## src/rtl/dram_request_scheduler.sv

```systemverilog
// Timestamped DRAM request FIFO with in-order release, per-bank open-row
// classification (HIT/EMPTY/MISS) and saturating per-class statistics.
module dram_request_scheduler #(
    parameter int ADDR_WIDTH  = 36,
    parameter int MEMOP_WIDTH = 2,
    parameter int TIME_WIDTH  = 12,
    parameter int CYCLE_WIDTH = 64,
    parameter int QUEUE_DEPTH = 16,
    parameter int BG_WIDTH    = 2,
    parameter int BANK_WIDTH  = 2,
    parameter int ROW_WIDTH   = 15,
    parameter int COL_WIDTH   = 11,
    parameter int STAT_WIDTH  = 32
) (
    input  logic                                       clock,
    input  logic                                       reset,
    input  logic [CYCLE_WIDTH-1:0]                     cycle,
    input  logic                                       req_valid,
    output logic                                       req_ready,
    input  logic [TIME_WIDTH+MEMOP_WIDTH+ADDR_WIDTH-1:0] req_data,
    output logic                                       cmd_valid,
    input  logic                                       cmd_ready,
    output logic [MEMOP_WIDTH-1:0]                     cmd_op,
    output logic [BG_WIDTH-1:0]                        cmd_bg,
    output logic [BANK_WIDTH-1:0]                      cmd_bank,
    output logic [ROW_WIDTH-1:0]                       cmd_row,
    output logic [COL_WIDTH-1:0]                       cmd_col,
    output logic [1:0]                                 cmd_policy,
    output logic                                       cmd_diff_bg,
    output logic [$clog2(QUEUE_DEPTH):0]               queue_count,
    output logic                                       idle,
    output logic [STAT_WIDTH-1:0]                      hit_count,
    output logic [STAT_WIDTH-1:0]                      empty_count,
    output logic [STAT_WIDTH-1:0]                      miss_count
);
    localparam int PW = $clog2(QUEUE_DEPTH);
    localparam int CW = PW + 1;
    localparam int IW = BG_WIDTH + BANK_WIDTH;
    localparam int NB = 1 << IW;
    localparam logic [1:0] POL_HIT = 2'd0, POL_EMPTY = 2'd1, POL_MISS = 2'd2;

    typedef struct packed {
        logic [TIME_WIDTH-1:0]  t;
        logic [MEMOP_WIDTH-1:0] op;
        logic [BG_WIDTH-1:0]    bg;
        logic [BANK_WIDTH-1:0]  bank;
        logic [ROW_WIDTH-1:0]   row;
        logic [COL_WIDTH-1:0]   col;
    } entry_t;

    typedef enum logic [1:0] {S_EMPTY, S_WAIT, S_ISSUE} state_t;

    entry_t                in_e, head;
    entry_t                mem [QUEUE_DEPTH];
    logic [PW-1:0]         wr_ptr, rd_ptr;
    logic [CW-1:0]         count, cnt_next;
    logic                  push, load, hs, head_due, next_valid;
    logic [NB-1:0]         open_vld;
    logic [ROW_WIDTH-1:0]  open_row [NB];
    logic [IW-1:0]         cmd_idx, head_idx;
    logic                  vld_eff;
    logic [ROW_WIDTH-1:0]  row_eff;
    logic [1:0]            policy_next;
    logic [BG_WIDTH-1:0]   prev_bg;
    logic                  prev_bg_vld;
    state_t                state;
    logic                  unused_lsbs;

    // Address fields are taken MSB-first; any leftover low address bits are dropped.
    assign in_e.t    = req_data[ADDR_WIDTH+MEMOP_WIDTH +: TIME_WIDTH];
    assign in_e.op   = req_data[ADDR_WIDTH +: MEMOP_WIDTH];
    assign in_e.bg   = req_data[ADDR_WIDTH-1 -: BG_WIDTH];
    assign in_e.bank = req_data[ADDR_WIDTH-BG_WIDTH-1 -: BANK_WIDTH];
    assign in_e.row  = req_data[ADDR_WIDTH-IW-1 -: ROW_WIDTH];
    assign in_e.col  = req_data[ADDR_WIDTH-IW-ROW_WIDTH-1 -: COL_WIDTH];
    assign unused_lsbs = ^req_data;

    assign req_ready   = count < CW'(QUEUE_DEPTH);
    assign push        = req_valid && req_ready;
    assign head        = mem[rd_ptr];
    assign head_due    = CYCLE_WIDTH'(head.t) <= cycle;
    assign hs          = cmd_valid && cmd_ready;
    assign load        = (!cmd_valid || cmd_ready) && (count != '0) && head_due;
    assign next_valid  = load || (cmd_valid && !cmd_ready);
    assign cnt_next    = count + CW'(push) - CW'(load);
    assign queue_count = count;
    assign idle        = (state == S_EMPTY);
    assign cmd_idx     = {cmd_bg, cmd_bank};
    assign head_idx    = {head.bg, head.bank};

    // A handshake on the load edge opens its row before the new head is classified.
    always_comb begin
        vld_eff = open_vld[head_idx];
        row_eff = open_row[head_idx];
        if (hs && cmd_idx == head_idx) begin
            vld_eff = 1'b1;
            row_eff = cmd_row;
        end
        if (!vld_eff)               policy_next = POL_EMPTY;
        else if (row_eff == head.row) policy_next = POL_HIT;
        else                        policy_next = POL_MISS;
    end

    always_ff @(posedge clock) begin
        if (push) mem[wr_ptr] <= in_e;
        if (hs)   open_row[cmd_idx] <= cmd_row;
    end

    always_ff @(posedge clock or posedge reset) begin
        if (reset) begin
            count       <= '0;
            wr_ptr      <= '0;
            rd_ptr      <= '0;
            state       <= S_EMPTY;
            cmd_valid   <= 1'b0;
            cmd_op      <= '0;
            cmd_bg      <= '0;
            cmd_bank    <= '0;
            cmd_row     <= '0;
            cmd_col     <= '0;
            cmd_policy  <= '0;
            cmd_diff_bg <= 1'b0;
            open_vld    <= '0;
            prev_bg     <= '0;
            prev_bg_vld <= 1'b0;
            hit_count   <= '0;
            empty_count <= '0;
            miss_count  <= '0;
        end else begin
            count     <= cnt_next;
            cmd_valid <= next_valid;
            if (next_valid)           state <= S_ISSUE;
            else if (cnt_next == '0)  state <= S_EMPTY;
            else                      state <= S_WAIT;
            if (push) wr_ptr <= wr_ptr + PW'(1);
            if (load) rd_ptr <= rd_ptr + PW'(1);
            if (hs) begin
                open_vld[cmd_idx] <= 1'b1;
                case (cmd_policy)
                    POL_HIT:   if (hit_count   != '1) hit_count   <= hit_count   + STAT_WIDTH'(1);
                    POL_EMPTY: if (empty_count != '1) empty_count <= empty_count + STAT_WIDTH'(1);
                    POL_MISS:  if (miss_count  != '1) miss_count  <= miss_count  + STAT_WIDTH'(1);
                    default: ;
                endcase
            end
            if (load) begin
                cmd_op      <= head.op;
                cmd_bg      <= head.bg;
                cmd_bank    <= head.bank;
                cmd_row     <= head.row;
                cmd_col     <= head.col;
                cmd_policy  <= policy_next;
                cmd_diff_bg <= prev_bg_vld && (head.bg != prev_bg);
                prev_bg     <= head.bg;
                prev_bg_vld <= 1'b1;
            end
        end
    end
endmodule

```

## config.mk

```make
export PLATFORM = sky130hd
export DESIGN_NAME = dram_request_scheduler
export DESIGN_NICKNAME = d
export VERILOG_FILES = /design/src/rtl/dram_request_scheduler.sv
export SDC_FILE = /design/constraint.sdc
export NUM_CORES = 1
export LEC_CHECK = 0
export ABC_AREA = 1
export CORE_MARGIN = 3
export CORE_UTILIZATION = 54
export CTS_CLUSTER_SIZE = 40
export DETAILED_ROUTE_END_ITERATION = 10
export GPL_ROUTABILITY_DRIVEN = 0
export HOLD_SLACK_MARGIN = 0.05
export PLACE_DENSITY_LB_ADDON = 0.25
export SYNTH_ARGS = -nofsm -noshare
export SYNTH_HDL_FRONTEND = slang
export SYNTH_SLANG_ARGS = --single-unit
```

## constraint.sdc

```tcl
create_clock -name clock -period 5.6 [get_ports clock]
set_clock_uncertainty 0.2 [all_clocks]
set_input_delay 0.56 -clock clock [delete_from_list [all_inputs] [get_ports clock]]
set_output_delay 0.56 -clock clock [all_outputs]
set_load 0.05 [all_outputs]
```

Yosys cells after proc, flatten, opt, wreduce, memory -nomap -nowiden. Memory sizes are Yosys's and may differ from the RTL's. Cells that the tools add are included.

Latch bits: 0. Bits of input ports: 118. Bits in writable memories: 944. Logic and storage cells: 73. Register bits: 164. ROM bits: 0. Output and inout port bits: 139. Memories kept: 2.

Memory list: mem (words 16, bits a word 44, rd ports 1, clocked after memory_dff 0, write ports 1, RTL line 54) `entry_t mem [QUEUE_DEPTH];`; open_row (words 16, bits a word 15, rd ports 1, clocked after memory_dff 0, write ports 1, RTL line 59) `logic [ROW_WIDTH-1:0] open_row [NB];`.

Divide/modulo/power cells: 0. Equal/unequal tests: 8. Reduce and logical (&&, ||, !) cells: 19. Shift-type cells: 0. Bitwise gates (word level): 1. Multipliers: 0. Mux-type cells: 14. Add/subtract/negate cells: 7. Magnitude comparators: 5.

Operators with widths (number): adder 32 x 1 -> 32 bit, second input constant (3); inequality test 32 bit, second input constant (3); less-or-equal comparator 12 x 64 -> 1 bit (1); OR 16 bit (1); == test 15 bit (1); 2-to-1 mux 15 bit (1); less-than comparator 4 x 5 -> 1 bit, second input constant (2); AND reduction 3 bit (3); adder 4 x 1 -> 4 bit, second input constant (2); logical AND 1 bit (8); 2-to-1 mux 1 bit (8); 2-to-1 mux 2 bit (3); adder 5 x 1 -> 5 bit (1); logical NOT 5 bit (1); less-than comparator 5 bit, second input constant (1); nonzero test 5 bit (1); subtractor 5 x 1 -> 5 bit (1); binary-select mux 1 bit (select 4 bit) (1); demux 1 bit (select 4 bit) (1); == test 4 bit (1); greater-or-equal comparator 4 x 1 -> 1 bit, second input constant (1); logical NOT 2 bit (2); == test 2 x 1 -> 1 bit, second input constant (1); == test 2 bit, second input constant (1); 3 further kinds (5).

Longest topological paths before layout. Gate-level depths: netlist (run 1).

Word-level depth: 8. Gate-level depth with buffers: 32. Mapped depth without buffers: 26.

Worst setup path before layout (run 1). Ideal clock, no wire load.

Path type: flip-flop to flip-flop. From: reg rd_ptr[0]. To: reg state[0]. Slack: -0.010 ns. Arrival: 5.283 ns. Clock period less this slack: 5.610 ns. Path buffers: 8. Library setup time: 0.126 ns. Cell stages (with the launch flop): 29. Required time: 5.274 ns. Cells stage by stage: dfrtp_1 inv_2 buf_2 buf_2 buf_2 buf_2 buf_2 buf_2 buf_1 nand2_1 a221oi_1 o21ai_0 nand2_1 ha_1 nand4_1 or4_1 o2111ai_1 o21ai_1 nor2_1 clkbuf_1 ha_1 inv_1 ha_1 inv_1 fa_1 inv_1 or2_2 nor4_1 nor2_1.

Word-level cells in the longest chain between the ends: 7. Elaborated cells between the ends (all ways): 8. Those cells by class: add/sub: 1; order compare: 1; mux: 2; reduce/logical: 3; memory: 1.

RTL lines: start: declaration (RTL line 55) `logic [PW-1:0] wr_ptr, rd_ptr;`; start signal: assignment (RTL line 136) `if (load) rd_ptr <= rd_ptr + PW'(1);`; memory (16 x 44 bit); less-or-equal comparator 12 x 64 -> 1 bit (RTL line 81) `assign head_due = CYCLE_WIDTH'(head.t) <= cycle;`; logical AND 1 bit (RTL line 83) `assign load = (!cmd_valid || cmd_ready) && (count != '0) && head_due;`; via load (RTL line 57) `logic push, load, hs, head_due, next_valid;`; subtractor 5 x 1 -> 5 bit (RTL line 85) `assign cnt_next = count + CW'(push) - CW'(load);`; via cnt_next[1] (RTL line 56) `logic [CW-1:0] count, cnt_next;`; logical NOT 5 bit (RTL line 133) `else if (cnt_next == '0) state <= S_EMPTY;`; 2-to-1 mux 1 bit (RTL line 133); 2-to-1 mux 2 bit (RTL line 132) `if (next_valid) state <= S_ISSUE;`; end signal: assignment (RTL line 132); end signal: assignment (RTL line 133); end signal: assignment (RTL line 134) `else state <= S_WAIT;`; end: declaration (RTL line 66) `state_t state;`.

The timed path passes the listed nets, and every way through them passes these cells. A chain may end at the register's enable or synchronous reset.

Worst setup path in the final report (run 1).
From: reg rd_ptr[0]. To: reg state[0].

Word-level cells in the longest chain between the ends: 7. Elaborated cells between the ends (all ways): 8. Those cells by class: add/sub: 1; order compare: 1; mux: 2; reduce/logical: 3; memory: 1.

RTL lines (RTL line): memory (16 x 44 bit); less-or-equal comparator 12 x 64 -> 1 bit (81); logical AND 1 bit (83); subtractor 5 x 1 -> 5 bit (85); via cnt_next[1] (56); logical NOT 5 bit (133); 2-to-1 mux 1 bit (133); 2-to-1 mux 2 bit (132).

The timed path passes the listed nets, and every way through them passes these cells.

==> metrics.md, run 1 <==
| Metric | Value |
|---|---|
| Post-CTS Resized | `0` |
| Min Tclk post-route | `5.093 ns` |
| Root Driver | `clkbuf_16` |
| Crit-path max FO | `116` |
| Largest net degree at the start of global routing | `203` |
| Antenna Violating Nets Remaining | `0` |
| Final setup viols | `0` |
| Peak supply drop | `0.4120 mV` |
| DP Worst Slack | `0.5075 ns` |
| Max clock buf depth | `3` |
| Area Overhead vs Synth | `16.37%` |
| DP Area | `0.04908 mm²` |
| Final #Nets | `4,108` |
| Slew margin rel. | `0.2132` |
| Worst-path cell chain | `inv_8 -> nand2_1 -> a221oi_1 -> o21ai_0 -> nand2_1 -> ha_1 -> nand4_1 -> or4_1 -> o2111ai_1 -> buf_4 -> o21ai_1 -> nor2_4 -> ha_1 -> inv_1 -> ha_1 -> inv_1 -> fa_1 -> inv_1 -> or2_2 -> nor4_1 -> nor2_1` |
| Asr flop ratio synth | `0.1472` |
| GRT overflow | `0` |
| Slowest cell delay on critical path | `0.54 ns` |
| Final instance area | `0.05252 mm²` |
| Worst slew pin tran | `1.177 ns` |
| Syn avg cell area | `12.16 µm²` |
| Via/cell ratio | `5.849` |
| Minimum hold slack | `0.1868 ns` |
| Yosys top cell area share | `0.6281` |
| Cell Area, Synth | `0.04513 mm²` |
| WL final | `115,000 µm` |
| Dpl cells | `4,924` |
| Post-synthesis mux area share | `0.0002218` |
| Most frequent cells after synthesis | `edfxtp_1 (944), nand2_1 (701), nand3_1 (454)` |
| Core area | `0.08237 mm²` |
| Mapped Nets | `3,855` |
| Xor and xnor fraction of the mapped netlist area | `0.01960` |
| Drt pass-1 iters | `10` |
| Starting Density | `0.5479` |
| Synthesized instance count | `3,710` |
| Overall power | `29.09 mW` |
| Setup crit start kind | `register` |
| Worst skew pair latency | `0.68 ns` |
| Fin cells | `5,132` |
| Post-route DRC | `0` |
| Fmax | `0.1964 GHz` |
| PortBufs | `250` |
| Setup TNS | `0 ns` |
| DR vias | `30,018` |
| Register area | `0.03244 mm²` |
| Chip width | `295.1 µm` |
| CP max stage cell | `dfrtp_4` |
| Complex-gate fraction of the synthesized area | `0.06843` |
| Num CTS Buffers | `107` |
| Top FF cell, synth | `edfxtp_1` |
| Die area | `0.08708 mm²` |
| Synth unique cells | `44` |
| Final Slew Violations | `0` |
| Synth Area in Simple Gates | `0.1526` |
| Synth top area cells | `edfxtp_1 (63%), dfrtp_1 (9.0%), nand2_1 (5.8%)` |
| Yosys top cell by area | `edfxtp_1` |
| Critical Path Sink Type | `register` |
| Height of the die | `295.1 µm` |
| P_leak | `18.99 nW` |
| Post-synthesis register bit count | `1,107` |
| Antenna violations before repair | `8` |
| Ports | `257` |
| Warnings from Yosys | `0` |
| Crit path DAT | `5.43 ns` |
| Hold_buf cts | `0` |
| Crit Path Category | `register to register` |
| TritonCTS clock tree | `built` |
| Share of cells above drive strength 1 | `0.07740` |
| HPWL Detailed | `66,490 µm` |
| TritonCTS Sinks | `1,107` |
| First-pass GRT wire length | `174,200 µm` |
| Endpoints failing hold | `0` |
| Sequential share of the synthesized area | `0.7185` |
| Adder-cell area share of the yosys netlist | `0.007652` |
| Post-route setup slack | `0.5072 ns` |
| Gr usage total | `0.2622` |
| 1st-iter DRT viols | `3,020` |
| Status | `finished, final reports clean` |
| Clock transition at path regs | `0.06 ns` |
| Avg WL per Cell | `22.40 µm` |
| Most frequent cell after synthesis | `edfxtp_1` |
| RSZ-0062 raised after global routing | `no` |
| Vias in the first global route | `29,332` |
| Required time of the critical path | `5.94 ns` |
| Hold WC Path Type | `input pin to asynchronous set/reset pin` |
| Row Count | `105` |
| H-tree lvl count | `3` |
| PwrDens | `553.9 mW/mm²` |
| Postcts setup bufs | `0` |
| Post-layout util | `0.6375` |
| Multi-input logic area | `0.01136 mm²` |
| # fillers | `6,083` |
| Tcrit/Tclk final | `0.9094` |
| Maxcap violations | `0` |
| Largest family of logic cells by synthesized area | `simple AND/OR/NAND/NOR gates` |
| Post-synth EDFFs | `944` |
[layer usage]
metal,vias to the layer above,global-route usage,wire length [µm]
met3,232,0.03906,9116
met4,6,0.09083,3586
met5,-,0,44
li1,13873,-,-
met2,1219,0.4478,57210
met1,14688,0.3469,44990
[final cells by class]
| class | instances | share of cell area |
|---|---|---|
| Multi-Input combinational cell | 2252 | 0.2163 |
| Timing Repair Buffer | 346 | 0.06423 |
| Inverter | 149 | 0.01094 |
| Antenna cell | 5 | 0.0002382 |
| Sequential cell | 1107 | 0.6176 |
| Clock buffer | 146 | 0.05613 |
| Tap cell | 1070 | 0.02549 |
| Clock inverter | 57 | 0.009053 |
[power breakdown]
group / switching (mW) / internal, mW
clock: 3.03 / 3.97
sequential: 0.518 / 9.99
combinational: 8.22 / 3.35
[critical path, delay by kind of cell (launching register included)]
kind | cells | cell delay (ns)
DFF | 1 | 0.54
AOI/OAI and AO/OA | 4 | 0.69
and+or+nand+nor | 8 | 1.62
buffers and inverters | 5 | 0.83
adders and majority gates | 4 | 1.01
[logic make-up (layout without fill, tap and decap cells)]
| logic type | after synthesis | count (layout) |
|---|---|---|
| adder cells (fa/ha/maj) | 27 | 27 |
| other | 0 | 5 |
| multiplexers | 1 | 1 |
| flip-flops | 1107 | 1107 |
| AO/OA/AOI/OAI | 535 | 535 |
| AND/OR/NAND/NOR | 1588 | 1588 |
| buffers and inverters | 351 | 698 |
| XOR/XNOR | 101 | 101 |
[registers in the layout (all words and copies together) (netlist names), 5 cells and up]
name	flops
mem	704
open_row	240
empty_count	32
hit_count	32
miss_count	32
open_vld	16
cmd_row	15
cmd_col	11
queue_count	5
[final timing paths]
path | from | end | slack (ns) | cells after the start
worst min register to register | open_vld[13] | open_vld[13] | 0.26 | 2
worst max-delay path | rd_ptr[0] | state[0] | 0.51 | 21
min in group clock | open_vld[13] | open_vld[13] | 0.26 | 2
worst max register to register | rd_ptr[0] | state[0] | 0.51 | 21
worst min-delay path | reset | hit_count[7] | 0.19 | 2
max in group asynchronous | reset | rd_ptr[0] | 3.58 | 3
[cell usage in the layout, fill, tap and decap left out, types with 18 or more instances in the layout]
cell               n
clkbuf_1          30
nor2_1           269
nor4_1            27
dfrtp_1          159
clkdlybuf4s50_1  250
buf_4             84
clkbuf_16        110
nand2_1          701
ha_1              26
o21ai_0          251
clkinv_1          19
a21oi_1          118
edfxtp_1         944
nor2_4            18
xnor2_1           29
clkinv_2          19
xor2_1            72
o221ai_1          38
inv_1            136
a221oi_1          39
nand4_1           53
nand3_1          454
o22ai_1           46
nor3_1            31
Note: power is estimated with default switching activity, not from simulation.
==> run 2, diff against run 1 <==
Settings changed: CORE_UTILIZATION 54 to 30.
==> run 2 against run 1 <==
  * Total power up 3.5%
  * Sequential power about the same
  * Largest power group unchanged
  * Flip-flop and latch count unchanged
==> metrics.md, run 2 (synthesis results as in run 1) <==
| Metric | Value |
|---|---|
| Post-CTS Resized | `0 (unchanged)` |
| Via/cell ratio | `4.830 (-17%)` |
| Register area | `0.03244 mm² (unchanged)` |
| Worst-path cell chain | `nand2_4 -> inv_4 -> nand3_1 -> nand4_1 -> nand2_1 -> ha_1 -> nand4_1 -> or4_1 -> o2111ai_1 -> buf_4 -> o21ai_1 -> nor2_4 -> ha_1 -> inv_1 -> ha_1 -> inv_1 -> fa_1 -> inv_1 -> or2_2 -> nor4_1 -> nor2_1` |
| Worst slew pin tran | `1.099 ns (-0.07827 ns)` |
| Post-route DRC | `0 (unchanged)` |
| Final Slew Violations | `0 (unchanged)` |
| Status | `finished, final reports clean` |
| PwrDens | `557.0 mW/mm² (+0.56%)` |
| Critical path's top delay family | `simple AND/OR/NAND/NOR gates` |
| Vias in the first global route | `28,301 (-3.5%)` |
| Starting Density | `0.3038 (-0.2441)` |
| TritonCTS Sinks | `1,107 (unchanged)` |
| Required time of the critical path | `6.00 ns (+0.06 ns)` |
| Ports | `257 (unchanged)` |
| Core area | `0.1485 mm² (+80%)` |
| Maxcap violations | `0 (unchanged)` |
| Setup crit start kind | `register` |
| R2R setup slack | `0.50 ns (about the same)` |
| Setup TNS | `0 ns (unchanged)` |
| Antenna violations before repair | `15 (+7)` |
| Area Overhead vs Synth | `19.74%` |
| CP Buf/Inv Count | `5 (unchanged)` |
| Chip width | `393.9 µm (+33%)` |
| First-pass GRT wire length | `187,900 µm (+7.9%)` |
| P_leak | `19.18 nW (+0.99%)` |
| DR vias | `29,354 (-2.2%)` |
| Most frequent cells in the layout | `edfxtp_1 (944), nand2_1 (701), nand3_1 (454)` |
| Row Count | `141 (+34%)` |
| Num CTS Buffers | `116 (+8.4%)` |
| Gr usage total | `0.1586 (-0.1036)` |
| Reg with most FFs | `mem` |
| CP max stage cell | `or4_1` |
| Overall power | `30.10 mW (+3.5%)` |
| Hold_buf cts | `0 (unchanged)` |
| Root Driver | `clkbuf_16` |
| TritonCTS clock tree | `built` |
| Peak supply drop | `0.4579 mV (+11%)` |
| Share of cells above drive strength 1 | `0.08157 (+0.004175)` |
| Crit Path Category | `register to register` |
| Dpl cells | `5,852 (+19%)` |
| Height of the die | `393.9 µm (+33%)` |
| Final setup viols | `0 (unchanged)` |
| Multi-input logic area | `0.01136 mm² (about the same)` |
| Tcrit/Tclk final | `0.9114 (+0.001991)` |
| Largest regs | `mem x704, open_row x240` |
| Hold WC Path Type | `input pin to asynchronous set/reset pin` |
| Commonest non-fill, non-tap cell in the layout | `edfxtp_1` |
| Max clock buf depth | `3 (unchanged)` |
| Min Tclk post-route | `5.104 ns (+0.01115 ns)` |
| Crit-path max FO | `31 (-73%)` |
| GRT overflow | `0 (unchanged)` |
| Postcts setup bufs | `0 (unchanged)` |
| Fin cells | `6,077 (+18%)` |
| Drt pass-1 iters | `5 (-5)` |
| Antenna Violating Nets Remaining | `0 (unchanged)` |
| Slew margin rel. | `0.2655 (+0.05230)` |
| Crit path DAT | `5.50 ns (+0.07 ns)` |
| Avg WL per Cell | `20.80 µm (-7.1%)` |
| 1st-iter DRT viols | `2,204 (-27%)` |
| RSZ-0062 raised after global routing | `no` |
| PortBufs | `250 (unchanged)` |
| # fillers | `14,491 (+140%)` |
| H-tree lvl count | `3 (unchanged)` |
| Critical Path Sink Type | `register` |
| Clock transition at path regs | `0.06 ns (about the same)` |
| Slowest cell delay on critical path | `0.53 ns (about the same)` |
| Die area | `0.1551 mm² (+78%)` |
| WL final | `126,400 µm (+10%)` |
| Worst skew pair latency | `0.73 ns (+0.05 ns)` |
| Endpoints failing hold | `0 (unchanged)` |
| Max FFs per register | `704 (unchanged)` |
| Largest net degree at the start of global routing | `174 (-14%)` |
| Fmax | `0.1959 GHz (-0.22%)` |
| HPWL Detailed | `72,010 µm (+8.3%)` |
| Final #Nets | `4,113 (+0.12%)` |
run 2: cell count changes in the layout (fill, tap and decap cells not counted), sizes merged:
cell | before | now
buf | 96 | 92
bufinv | 6 | 9
clkbuf | 146 | 156
clkinv | 42 | 50
clkinvlp | 7 | 6
inv | 151 | 148
run 2: final timing paths:
check / startpoint / endpoint / cells past startpoint
hold / removal: reset / empty_count[5] / 2
min in group clock: open_vld[7] / open_vld[7] / 2
max in group asynchronous: reset / empty_count[9] / 3
setup / recovery: rd_ptr[1] / state[0] / 21
setup reg to reg: rd_ptr[1] / state[0] / 21
hold reg to reg: open_vld[7] / open_vld[7] / 2
run 2: worst reg2reg max path, stage by stage, from the launching register on:
cell and delay [ns]:
dfrtp_4 0.52, nand2_4 0.32, inv_4 0.41, nand3_1 0.12, nand4_1 0.12, nand2_1 0.11
ha_1 0.31, nand4_1 0.11, or4_1 0.53, o2111ai_1 0.09, buf_4 0.22, o21ai_1 0.15
nor2_4 0.11, ha_1 0.22, inv_1 0.06, ha_1 0.15, inv_1 0.05, fa_1 0.47
inv_1 0.04, or2_2 0.26, nor4_1 0.30, nor2_1 0.08
run 2: metal layers:
metal | GRT usage | share of wire | routed length, µm | vias to the layer above
met3 | 0.02933 | 0.053 | 6679 | 169
li1 | - | - | - | 13882
met4 | 0.03411 | 0.018 | 2267 | 16
met2 | 0.2608 | 0.48 | 60390 | 652
met1 | 0.2185 | 0.45 | 56970 | 14635
met5 | 0 | 0.0010 | 126 | -
run 2: area by class of cell:
class                           count  area share
Sequential cell                  1107      0.6003
Multi-Input combinational cell   2252      0.2102
Timing Repair Buffer              342     0.06071
Clock buffer                      156     0.05990
Tap cell                         2002     0.04636
Clock inverter                     64     0.01158
Inverter                          149     0.01070
Antenna cell                        5   0.0002316
run 2: where the power goes:
| group | internal (mW) | switching, mW | leakage (nW) |
|---|---|---|---|
| registers | 9.99 | 0.416 | 10.5 |
| clock network | 4.47 | 3.28 | 1.88 |
| logic | 3.36 | 8.58 | 6.78 |
run 2: per-stage QoR:
step | utilization | hold slack (ns) | instance area, µm² | setup slack, ns
CTS | 0.3637 | 0.1004 | 54020 | 0.3941
detailed placement | 0.3377 | 0.2490 | 50160 | 0.4218
global placement | 0.3377 | 0.2462 | 50160 | 0.4615
global route | 0.3637 | 0.1107 | 54020 | 0.1138
floorplan | - | 0.2274 | 45130 | 0.08572
finish | 0.3638 | 0.09980 | 54040 | 0.4961
